**src/rtl/uart_parity_checker_pipe.sv**
```systemverilog
// Parity checker for the UART receive path with a 2-entry output FIFO,
// valid/ready handshakes on both sides and sticky/saturating error stats.
module uart_parity_checker_pipe #(
    parameter int DATA_W   = 8,
    parameter int CNT_W    = 16,
    parameter bit DROP_BAD = 1'b0
) (
    input  logic              clk,
    input  logic              rst,
    input  logic [1:0]        mode,
    input  logic              in_valid,
    output logic              in_ready,
    input  logic [DATA_W:0]   in_data,
    output logic              out_valid,
    input  logic              out_ready,
    output logic [DATA_W-1:0] out_data,
    output logic              out_perr,
    output logic              err_sticky,
    output logic [CNT_W-1:0]  err_count,
    input  logic              err_clr
);
    localparam int ENT_W = DATA_W + 1;
    localparam logic [CNT_W-1:0] CNT_ONE = {{(CNT_W-1){1'b0}}, 1'b1};

    logic [ENT_W-1:0] mem_q [2];
    logic [ENT_W-1:0] mem_d [2];
    logic             wr_ptr_q, wr_ptr_d;
    logic             rd_ptr_q, rd_ptr_d;
    logic [1:0]       occ_q, occ_d;
    logic             sticky_q, sticky_d;
    logic [CNT_W-1:0] cnt_q, cnt_d;

    logic             accept;
    logic             pop;
    logic             par;
    logic             fail;
    logic             push;
    logic [ENT_W-1:0] entry;

    // in_ready is purely registered; out_ready never reaches it
    assign in_ready  = (occ_q != 2'd2) && !rst;
    assign out_valid = (occ_q != 2'd0);
    assign accept    = in_valid && in_ready;
    assign pop       = out_valid && out_ready;
    assign par       = ^in_data;

    always_comb begin
        unique case (mode)
            2'b00:   fail = 1'b0;
            2'b10:   fail = !par;
            default: fail = par;
        endcase
    end

    assign push  = accept && !(fail && DROP_BAD);
    assign entry = fail ? {1'b1, {DATA_W{1'b0}}}
                        : {1'b0, in_data[DATA_W-1:0]};

    assign {out_perr, out_data} = out_valid ? mem_q[rd_ptr_q] : '0;
    assign err_sticky = sticky_q;
    assign err_count  = cnt_q;

    always_comb begin
        mem_d    = mem_q;
        wr_ptr_d = wr_ptr_q ^ push;
        rd_ptr_d = rd_ptr_q ^ pop;
        if (push) mem_d[wr_ptr_q] = entry;
        unique case ({push, pop})
            2'b10:   occ_d = occ_q + 2'd1;
            2'b01:   occ_d = occ_q - 2'd1;
            default: occ_d = occ_q;
        endcase
    end

    // a failure in the same cycle as err_clr counts as the first new error
    always_comb begin
        sticky_d = sticky_q;
        cnt_d    = cnt_q;
        if (accept && fail) begin
            sticky_d = 1'b1;
            if (err_clr)            cnt_d = CNT_ONE;
            else if (cnt_q != '1)   cnt_d = cnt_q + CNT_ONE;
        end else if (err_clr) begin
            sticky_d = 1'b0;
            cnt_d    = '0;
        end
    end

    always_ff @(posedge clk or posedge rst) begin
        if (rst) begin
            mem_q[0] <= '0;
            mem_q[1] <= '0;
            wr_ptr_q <= 1'b0;
            rd_ptr_q <= 1'b0;
            occ_q    <= 2'd0;
            sticky_q <= 1'b0;
            cnt_q    <= '0;
        end else begin
            mem_q[0] <= mem_d[0];
            mem_q[1] <= mem_d[1];
            wr_ptr_q <= wr_ptr_d;
            rd_ptr_q <= rd_ptr_d;
            occ_q    <= occ_d;
            sticky_q <= sticky_d;
            cnt_q    <= cnt_d;
        end
    end
endmodule

```
**config.mk**
```make
export PLATFORM = sky130hd
export DESIGN_NAME = uart_parity_checker_pipe
export DESIGN_NICKNAME = d
export VERILOG_FILES = /design/src/rtl/uart_parity_checker_pipe.sv
export SDC_FILE = /design/constraint.sdc
export NUM_CORES = 1
export LEC_CHECK = 0
export BUFFER_PORTS_ARGS = -buffer_cell sky130_fd_sc_hd__buf_2
export CORE_MARGIN = 8
export CORE_UTILIZATION = 59
export CTS_CLUSTER_SIZE = 30
export DETAILED_ROUTE_END_ITERATION = 16
export PLACE_DENSITY = 0.85
export SLEW_MARGIN = 20
export SYNTH_ARGS = -nofsm -noshare
export SYNTH_HDL_FRONTEND = slang
export SYNTH_SLANG_ARGS = --single-unit
```
**constraint.sdc**
```tcl
create_clock -name clk -period 4.21 [get_ports clk]
set_input_delay 0.2105 -clock clk [delete_from_list [all_inputs] [get_ports clk]]
set_output_delay 0.2105 -clock clk [all_outputs]
set_load 0.005 [all_outputs]
```
* After elaboration in Yosys (flattened, before gate mapping) *
Cells that the tools add are included.
W data, S select, Z words.

word-level totals
  output and inout bits = 28
  logic and storage cells = 52
  input bits = 16
  register bits after elaboration = 39

operators by class
  magnitude comparators = 3
  add/subtract/negate cells = 3
  reductions and logical operators = 14
  equal/unequal tests = 5
  mux-type cells = 16
  bitwise operators = 4

operator list
  operator                 count
  $mux W16                 4
  $mux W9                  6
  $bwmux W18               1
  $add A16 B1 Y16 const B  1
  $ne A16 B16 Y1 const B   1
  $demux W9 S1             1
  $reduce_xor A9 Y1        1
  $reduce_bool A2 Y1       4
  $logic_and A1 B1 Y1      5
  $eq A2 B2 Y1 const B     2
  $ge A2 B2 Y1 const B     2
  $not A1 Y2               2
  $pmux W2 S2              1
  $add A2 B1 Y2 const B    1
  $eq A2 B1 Y1 const B     1
  $logic_not A1 Y1         2
  $logic_not A2 Y1         1
  $lt A2 B1 Y1 const B     1
  $mux W1                  2
  $ne A2 B2 Y1 const B     1
  $pmux W1 S2              1
  $reduce_and A2 Y1        1
  $sub A2 B1 Y2 const B    1
  $xor A1 B1 Y1            2

* Longest topological paths before layout *
Gate-level depths: netlist of the first run.

  depth in word-level cells = 6
  gate-level depth with buffers = 9
  mapped depth without buffers = 8

* Worst setup path after synthesis of the first run *
No wires, ideal clock.

  kind = flip-flop to flip-flop
  start point = register cnt_q[0], in the netlist err_count[0]
  end point = register cnt_q[0], in the netlist err_count[0]
  buffers on the path = 2
  period minus slack after synthesis = 2019 ps
  data required time = 4109 ps
  library setup time = 101 ps
  slack = 2191 ps
  data arrival time = 1918 ps
  cell stages (with the launch flop) = 10
  path through = dfrtp_1 -> ha_1 -> nand3_1 -> nor2_1 -> nand3_1 -> nor2_1 -> clkbuf_1 -> buf_2 -> nor2_1 -> o32ai_1

on the way
  cells in the longest elaborated chain, start to end = 4
  elaborated cells on any way between the ends = 7
  those cells by class = add/sub (1); eq/ne (1); mux (3); reduce/logical (2)

ends and longest elaborated chain
  element                 RTL line  text
  from (decl)             31        logic [CNT_W-1:0] cnt_q, cnt_d;
  from (signal assigned)  105       cnt_q <= cnt_d;
  $add A16 B1 Y16         82        else if (cnt_q != '1) cnt_d = cnt_q + CNT_ONE;
  $mux W16                82
  $mux W16                81        if (err_clr) cnt_d = CNT_ONE;
  $mux W16                79        if (accept && fail) begin

Several ways; a longest one is shown, not always the timed one. The select of a mux whose other input is x is not followed.
A chain may end at the register's enable or synchronous reset.

* Final worst setup path of the first run *
  start point = register cnt_q[1], in the netlist err_count[1]
  end point = register cnt_q[0], in the netlist err_count[0]

on the way
  cells in the longest elaborated chain, start to end = 3

ends and longest elaborated chain
  element                       RTL line
  $ne A16 B16 Y1                82
  $reduce_bool A2 Y1 (no line)  n/a
  $reduce_and A2 Y1 (no line)   n/a

Every way passes these cells.

==> flow_summary.toml, run 1 <==
[hold_path]
worstHoldStart = "in_data[3]"
hp-class = "in2reg"

[logic_synthesis]
ys_types = 32
yosysTopAreaCellShare = 0.452
async_reset_ff_frac = 1.00
synth_area_um2 = 2160
yosysSeqAreaShare = 0.452
synth_area_leaders = "dfrtp_1, nand3_1, mux2i_1"
yosysWarnings = 0
synthTopCellsByCount = "dfrtp_1, nand3_1, inv_1"
syn_inst = 236
ys_ff_latch = 39
synth_edf_count = 0
ys.flop_type = "dfrtp_1"
synth_fp_nets = 256
syn_area_per_cell_um2 = 9.15
synth.most_common_cell = "dfrtp_1"
synth_top_area_cell = "dfrtp_1"

[run]
maxCapViolCount = 0

[timing]
setup-tns-final_ns = 0
slew_viol_final = 0
slew_headroom = 0.435
finalSetupViolCount = 0
fin_crit_ns = 2.30
finalHoldViolCount = 0
rsz0062_at_grt = "false"
skew_ns = 0.0162
post-route-period-util = 0.546
fin_hold_ws_ns = 0.132
fmax_ghz = 0.435
tightestPinTransition_ns = 0.847

[critical_path]
cp.arrival_ns = 2.54
path_cells = "ha_1 > nand3_1 > nor2_1 > nand3_1 > nor2_2 > nor2_1 > o32ai_1"
r2r-start = "err_count[1]"
crit_path_max_incr_delay_ns = 0.59
cp-end-kind = "flop"
critPathTopFamily = "simple AND/OR/NAND/NOR gates"
crit_start = "err_count[1]"
worst_setup_path_start_kind = "flop"
crit_buf_inv = 0
cp_max_fo = 23
worstSetupPathType = "reg2reg"
worst_ep_required_time_ns = 4.45
cp_slowest_cell = "nor2_2"

[die]
io_pins = 44
std_cell_rows = 22
die_area_um2 = 5850
initial_core_util = 0.603
die_y_um = 76.5
core_area_um2 = 3580
die_w_um = 76.5

[cells_and_area]
syn2layout_area_growth_pct = 13.3
final_area_um2 = 2450
diodes = 0
layout-drive-gt1-share = 0.210
fin_nets = 295

[place]
dp_hpwl_um = 3330
postPlaceCellArea_um2 = 2380
io_buffers = 43
gp_congestion = 0.824

[drt]
drt_iter0_drc = 140
vias_per_cell = 5.60
route.detailed.drc = 0
detail-route-antenna-nets = 0
via_count = 1815
wl_per_cell_um = 14.6
dr.pass1.iters = 4
wirelength_um = 4740

[clock_tree]
cts_hold_buffers = 1
cts.path.max_buffers = 2
htreeDepth = 2
cts_made_buffers = 5
cts_tree = "built"
clock_sinks = 39
clk_latency_ns = 0.35
cts-root-buf = "clkbuf_4"
cts_setup_buffers = 0
clkTransAtPathRegs_ns = 0.12
ctsResizeCount = 0

[grt]
grt-ovfl-total = 0
antenna_found_initial = 0
grt_max_degree = 40
grt_first_pass_wirelength_um = 8450
grt_pass1_vias = 1856
track_usage = 0.171

[power]
power.leakage_uw = 0.00117
peakVddDrop_uv = 263
p_per_area_nw_per_um2 = 470

[outcome]
status = "finished, final reports clean"
power breakdown:
| group | switching (uW) | leakage [uW] | internal, uW |
|---|---|---|---|
| Combinational | 215 | 0.000629 | 182 |
| Clock | 123 | 0.0000293 | 65.2 |
| Sequential | 85.0 | 0.000511 | 478 |
metal layers:
| layer | global-route usage | wire length (um) |
|---|---|---|
| met1 | 0.201 | 2190 |
| met3 | 0.0601 | 310 |
| met2 | 0.287 | 2190 |
| met5 | 0 | 0 |
| met4 | 0.0481 | 46 |
final cells by class:
cell class	instances	area [um2]
Timing Repair Buffer	45	233
Tap cell	48	60.1
Clock inverter	1	5.00
Fill cell	309	1130
Multi-Input combinational cell	160	1040
Inverter	24	90.1
Sequential cell	39	976
Clock buffer	7	45.0
worst paths after layout:
path | end | slack (ns) | cells after the start
hold / removal | mem_q[12] | 0.13 | 3
hold reg to reg | occ_q[1] | 0.52 | 1
min in group asynchronous | err_count[11] | 0.53 | 4
setup reg to reg | err_count[0] | 1.91 | 7
setup / recovery | err_count[0] | 1.91 | 7
max in group asynchronous | err_count[4] | 3.34 | 4
cell usage in the layout, fill, tap and decap left out, drive strengths merged, types with 4 or more instances in the layout:
master / instances
ha: 4
nor2b: 5
or4: 10
nor2: 22
mux2i: 9
xnor2: 4
nand2: 10
clkbuf: 7
inv: 24
o31ai: 10
buf: 44
a21oi: 17
dfrtp: 39
o21ai: 19
nand3: 27
state kept, by name, summed over array words and instances, names as in the netlist:
register,cells
mem_q,18
err_count,16
occ_q,2
err_sticky,1
rd_ptr_q,1
wr_ptr_q,1
logic make-up after synthesis:
| kind of cell | count (synthesis) | share of synthesized area |
|---|---|---|
| adders and majority gates | 4 | 0.0232 |
| buffers and inverters | 37 | 0.0696 |
| DFF | 39 | 0.452 |
| xor gates and xnor gates | 10 | 0.0603 |
| AOI/OAI and AO/OA | 50 | 0.139 |
| and+or+nand+nor | 84 | 0.199 |
| muxes | 12 | 0.0574 |
worst min-delay path, stage by stage:
cell	delay, ns
buf_2	0.11
nand3_1	0.07
o21ai_0	0.07
metrics by stage:
stage / power, uW / util / setup WS, ns / cells
3_5_place_dp: 971 / 0.665 / 1.59 / 315
4_1_cts: 1160 / 0.682 / 1.55 / 324
3_3_place_gp: 950 / 0.665 / 1.79 / 315
6_report: 1150 / 0.684 / 1.91 / 324
5_1_grt: 1250 / 0.684 / 1.68 / 324
2_1_floorplan: 830 / - / 2.19 / 236
No activity file was read; power rests on OpenSTA's default activity.
==> inputs of run 2 (changes only) <==
--- a/config.mk
+++ b/config.mk
@@ -5,12 +5,13 @@
 export SDC_FILE = /design/constraint.sdc
 export NUM_CORES = 1
 export LEC_CHECK = 0
+export ABC_AREA = 1
 export BUFFER_PORTS_ARGS = -buffer_cell sky130_fd_sc_hd__buf_2
 export CORE_MARGIN = 8
-export CORE_UTILIZATION = 59
+export CORE_UTILIZATION = 50
 export CTS_CLUSTER_SIZE = 30
 export DETAILED_ROUTE_END_ITERATION = 16
-export PLACE_DENSITY = 0.85
+export PLACE_DENSITY = 0.76
 export SLEW_MARGIN = 20
 export SYNTH_ARGS = -nofsm -noshare
 export SYNTH_HDL_FRONTEND = slang
==> constraint.sdc (replaced) <==
create_clock -name clk -period 2.11 [get_ports clk]
set_input_delay 0.1055 -clock clk [delete_from_list [all_inputs] [get_ports clk]]
set_output_delay 0.1055 -clock clk [all_outputs]
set_load 0.005 [all_outputs]
==> run 2 against run 1 <==
Compared with the run above: via count up 15%; critical path depth grew 3; total power grew 130%; sequential power is 95% higher; worst hold slack got worse by 0.016 ns; routed wire length increased by 13%; maximum frequency is 26% higher; synthesized area up 10%; die area rose by 23%; register-to-register slack got worse by 1.6 ns; utilization fell by 9.3 points; critical endpoint is now err_count[14]; largest cell class unchanged; largest power group unchanged.
==> flow_summary.toml, run 2 <==
[cells_and_area]
seq_area_um2 = 976
layout-drive-gt1-share = 0.201
layout_common_cells = "nand2_1, inv_1, buf_2"
largest_reg_flops = 18
diodes = 0
fin_nets = 377
final_area_um2 = 2750
multi_input_area_um2 = 1140
fin_util = 0.591
fillers = 422
syn2layout_area_growth_pct = 16.0
final_common_cell = "nand2_1"
largest_register = "mem_q"

[logic_synthesis]
synth.most_common_cell = "nand2_1"
yosysSeqAreaShare = 0.411
synth_area_leaders = "dfrtp_1, nand2_1, nand3_1"
synthXorXnorAreaFrac = 0.0738
syn_area_per_cell_um2 = 7.58
synth_top_family_by_area = "simple AND/OR/NAND/NOR gates"
yosysWarnings = 0
muxShareOfSynthArea = 0
synth_top_area_cell = "dfrtp_1"
syn_inst = 313
synth_compound_area_frac = 0.0933
ys.flop_type = "dfrtp_1"
synthTopCellsByCount = "nand2_1, inv_1, nand3_1"
synth_area_um2 = 2370
yosysTopAreaCellShare = 0.411
ys_ff_latch = 39
synth_edf_count = 0
synth_fa_ha_area_frac = 0.0211
yosys.area_share.simple = 0.293
ys_types = 27
synth_fp_nets = 333
async_reset_ff_frac = 1.00

[timing]
fin_hold_ws_ns = 0.116
finalHoldViolCount = 0
rsz0062_at_grt = "false"
skew_ns = 0.0108
setup-tns-final_ns = 0
fin_crit_ns = 1.83
post-route-period-util = 0.867
slew_headroom = 0.616
tightestPinTransition_ns = 0.576
finalSetupViolCount = 0
slew_viol_final = 0
fmax_ghz = 0.546

[place]
io_buffers = 43
gp_congestion = 0.821
postPlaceCellArea_um2 = 2630
dp_hpwl_um = 3890

[die]
std_cell_rows = 25
die_w_um = 84.9
die_y_um = 84.9
die_area_um2 = 7210
initial_core_util = 0.509
core_area_um2 = 4660
io_pins = 44

[drt]
route.detailed.drc = 0
drt_iter0_drc = 178
wl_per_cell_um = 13.0
dr.pass1.iters = 4
vias_per_cell = 5.05
detail-route-antenna-nets = 0
wirelength_um = 5350
via_count = 2079

[grt]
antenna_found_initial = 0
grt-ovfl-total = 0
track_usage = 0.155
grt_max_degree = 40
grt_first_pass_wirelength_um = 9240
grt_pass1_vias = 2034

[clock_tree]
cts_tree = "built"
cts.path.max_buffers = 2
cts-root-buf = "clkbuf_8"
cts_setup_buffers = 0
cts_made_buffers = 5
clk_latency_ns = 0.29
htreeDepth = 2
clkTransAtPathRegs_ns = 0.08
ctsResizeCount = 0
clock_sinks = 39

[critical_path]
cp_slowest_cell = "dfrtp_1"
cp-end-kind = "flop"
crit_start = "err_count[0]"
worst_ep_required_time_ns = 2.35
worst_setup_path_start_kind = "flop"
worstSetupPathType = "reg2reg"
r2r-start = "err_count[0]"
path_cells = "ha_1 > nand2_2 > nor2_1 > nand4_1 > nor2_2 > nand3_1 > nor2_1 > xor2_1 > nand2_2 > nand2_1"
cp_max_fo = 6
cp.arrival_ns = 2.07
crit_path_max_incr_delay_ns = 0.43

[outcome]
status = "finished, final reports clean"

[power]
power.leakage_uw = 0.00151
p_per_area_nw_per_um2 = 944
peakVddDrop_uv = 735

[hold_path]
worstHoldStart = "in_data[1]"
hp-class = "in2reg"

[run]
maxCapViolCount = 0
[run 2: cell types whose count changed after synthesis, sizes merged, moves of 6 or more]
cell,previous run,this run
xnor2,4,11
nand2,10,71
or4,10,0
nand3,27,44
mux2i,9,0
inv,24,49
o31ai,10,0
o21ai,19,27
xor2,3,9
[run 2: critical path, delay by kind of cell (launching register included)]
kind | cells | cell delay, ns
xor gates and xnor gates | 1 | 0.20
adders and majority gates | 1 | 0.22
DFF | 1 | 0.43
and+or+nand+nor | 8 | 0.93
[run 2: worst paths after layout]
path	to	slack, ns	cells after the start
max reg2reg	err_count[14]	0.28	10
max	err_count[14]	0.28	10
min in group asynchronous	err_count[12]	0.50	4
min reg2reg	err_sticky	0.48	2
min	mem_q[10]	0.12	3
max in group asynchronous	mem_q[8]	1.26	4
[run 2: layer usage]
metal | up-vias | global-route usage | wire [um]
met4 | 0 | 0.0340 | 39
met1 | 948 | 0.192 | 2520
met2 | 50 | 0.254 | 2480
li1 | 1074 | - | -
met5 | - | 0 | 0
met3 | 7 | 0.0512 | 312
[run 2: through the flow]
| stage | setup WS, ns | total power, uW | cells |
|---|---|---|---|
| detailed placement | 0.301 | 1970 | 403 |
| CTS | 0.286 | 2640 | 412 |
| finish | 0.280 | 2600 | 412 |
| floorplan | 0.260 | 1640 | 313 |
| global route | 0.0521 | 2810 | 412 |
| global placement | 0.365 | 1940 | 403 |
[run 2: repair_timing]
action                                  in CTS  in global routing
hold endpoints to repair                    39                  0
endpoints found under the setup margin       0                  0
hold buffers                                 1                  0
[run 2: layout make-up]
class	count	area share
Clock buffer	6	0.0300
Clock inverter	2	0.0127
Inverter	52	0.0709
Multi-Input combinational cell	211	0.415
Sequential cell	39	0.354
Tap cell	54	0.0245
Timing Repair Buffer	48	0.0927
[run 2: power breakdown]
part	switching, uW	internal, uW
Combinational	502	347
Clock	267	383
Sequential	145	957
Total	913	1690
[run 2: cells by family (layout without fill, tap and decap cells)]
logic type | Yosys count | count (layout)
buffers and inverters | 63 | 108
AOI/OAI and AO/OA | 42 | 42
adders and majority gates | 4 | 4
and+or+nand+nor | 145 | 145
DFF | 39 | 39
xor gates and xnor gates | 20 | 20
==> inputs of run 3 (changes only) <==
--- a/config.mk
+++ b/config.mk
@@ -6,11 +6,11 @@
 export NUM_CORES = 1
 export LEC_CHECK = 0
 export ABC_AREA = 1
-export BUFFER_PORTS_ARGS = -buffer_cell sky130_fd_sc_hd__buf_2
 export CORE_MARGIN = 8
-export CORE_UTILIZATION = 50
+export CORE_UTILIZATION = 60
 export CTS_CLUSTER_SIZE = 30
 export DETAILED_ROUTE_END_ITERATION = 16
+export DONT_BUFFER_PORTS = 1
 export PLACE_DENSITY = 0.76
 export SLEW_MARGIN = 20
 export SYNTH_ARGS = -nofsm -noshare
==> constraint.sdc (replaced) <==
create_clock -name clk -period 1.7 [get_ports clk]
set_input_delay 0.085 -clock clk [delete_from_list [all_inputs] [get_ports clk]]
set_output_delay 0.085 -clock clk [all_outputs]
set_load 0.005 [all_outputs]
==> run 3 against run 2 <==
Compared with the run above: the run now ends with negative setup slack left; first-iteration DRC count decreased by 54%; setup slack got worse by 0.32 ns; final cell count decreased by 4.6%; flip-flop and latch count unchanged; sequential power increased by 25%; final area increased by 2.1%; utilization increased by 13 points; maximum frequency increased by 5.1%.
==> flow_summary.toml, run 3 (synthesized netlist as in run 2, its figures left out) <==
[cells_and_area]
layout_common_cells = "nand2_1, inv_1, nand3_1, dfrtp_1, o21ai_0"
layout.cells.non_filler = 393
final_area_um2 = 2810
syn2layout_area_growth_pct = 18.5
diodes = 0
fin_nets = 363
largest_reg_flops = 18
layout-drive-gt1-share = 0.160
largest_register = "mem_q"
final_common_cell = "nand2_1"

[drt]
drt_iter0_drc = 82
wirelength_um = 5700
dr.pass1.iters = 4
wl_per_cell_um = 14.5
detail-route-antenna-nets = 0
via_count = 2088
route.detailed.drc = 0
vias_per_cell = 5.31

[clock_tree]
clock_sinks = 39
clk_latency_ns = 0.30
cts.path.max_buffers = 2
clkTransAtPathRegs_ns = 0.08
cts-root-buf = "clkbuf_8"
cts_tree = "built"
cts_made_buffers = 5
htreeDepth = 2

[critical_path]
cp-end-kind = "flop"
crit_start = "err_count[1]"
worst_setup_path_start_kind = "flop"
rr_endpoint = "err_count[15]"
worst_ep_required_time_ns = 1.94
cp.arrival_ns = 1.98
r2r_slack_ns = -0.04
cp_max_fo = 8
r2r-start = "err_count[1]"
r2r_cells = 10
setup.worst_path.end = "err_count[15]"
worstSetupPathType = "reg2reg"

[place]
pre_cts_slack_ns = -0.00182
postPlaceCellArea_um2 = 2500
place_inst = 368
dp_hpwl_um = 3810
gp_congestion = 0.838
io_buffers = 0

[die]
io_pins = 44
die_y_um = 78.9
std_cell_rows = 23
initial_core_util = 0.606
die_w_um = 78.9
die_area_um2 = 6220
core_area_um2 = 3910

[grt]
gr-usage-met2 = 0.339
use_met1 = 0.204
grt_first_pass_wirelength_um = 9490
antenna_found_initial = 0
grt-ovfl-total = 0
grt_max_degree = 40
busiest_layer = "met2"
use_met3 = 0.0666
grt_pass1_vias = 2048
track_usage = 0.189

[power]
peakVddDrop_uv = 1050
power.leakage_uw = 0.00143
p_per_area_nw_per_um2 = 1110

[outcome]
status = "complete, but fails checks"
violations = "negative setup slack"

[timing]
fin_crit_ns = 1.74
slew_viol_final = 0
setup_slack_ns = -0.0406
setup-tns-final_ns = -0.206
fmax_ghz = 0.575
fin_hold_ws_ns = 0.0337
skew_ns = 0.00721
finalSetupViolCount = 14
tightestPinTransition_ns = 0.583
post-route-period-util = 1.02
finalHoldViolCount = 0
slew_headroom = 0.612
rsz0062_at_grt = "true"

[hold_path]
hold_depth = 3
hp-class = "in2reg"

[run]
maxCapViolCount = 0
-- run 3: through the flow --
stage                      util  total power [uW]
after global placement    0.638              2240
after floorplan               -              2050
after CTS                 0.693              3050
final                     0.719              3120
after global routing      0.719              3350
after detailed placement  0.638              2280
-- run 3: worst max-delay path: stages, from the launching register on --
cell	delay, ns
dfrtp_1	0.36
ha_2	0.20
nand2_2	0.07
nor2_1	0.10
nand4_1	0.15
nor2_4	0.21
nand4_1	0.12
buf_6	0.16
nand3_4	0.13
nand3_1	0.09
nand2_1	0.08
-- run 3: per-layer routing --
| metal | part of all wire | vias to the layer above |
|---|---|---|
| met3 | 0.068 | 5 |
| met4 | 0.012 | 0 |
| met1 | 0.39 | 987 |
| met5 | 0 | - |
| li1 | - | 1051 |
| met2 | 0.53 | 45 |
-- run 3: power breakdown --
| group | switching (uW) | internal (uW) | total, uW | leakage, uW |
|---|---|---|---|---|
| logic | 626 | 376 | 1000 | 0.000870 |
| clock network | 321 | 429 | 749 | 0.0000502 |
| registers | 180 | 1190 | 1370 | 0.000514 |
| total | 1130 | 1990 | 3120 | 0.00143 |
-- run 3: area by class of cell --
class / count / area [um2]
clock buffer: 5 / 68.8
clock inverter: 2 / 37.5
fill: 317 / 1100
inverter: 52 / 200
multi-input combinational: 212 / 1190
sequential: 39 / 976
tap: 50 / 62.6
timing repair buffer: 33 / 279
-- run 3: worst min path at each step --
stage,from,to,slack (ns)
floorplan,rst,in_ready,0.21
global placement,rst,occ_q[1],0.12
detailed placement,rst,occ_q[1],0.12
CTS,out_ready,rd_ptr_q,0.03
global route,out_ready,rd_ptr_q,0.05
finish,out_ready,rd_ptr_q,0.03
-- run 3: what timing repair did --
item	in CTS	in global routing
setup endpoints to repair	11	35
pin swaps	1	4
gates cloned	0	1
resized for setup	0	12
hold buffers	11	0
buffers inserted	0	6
hold endpoints to repair	58	0
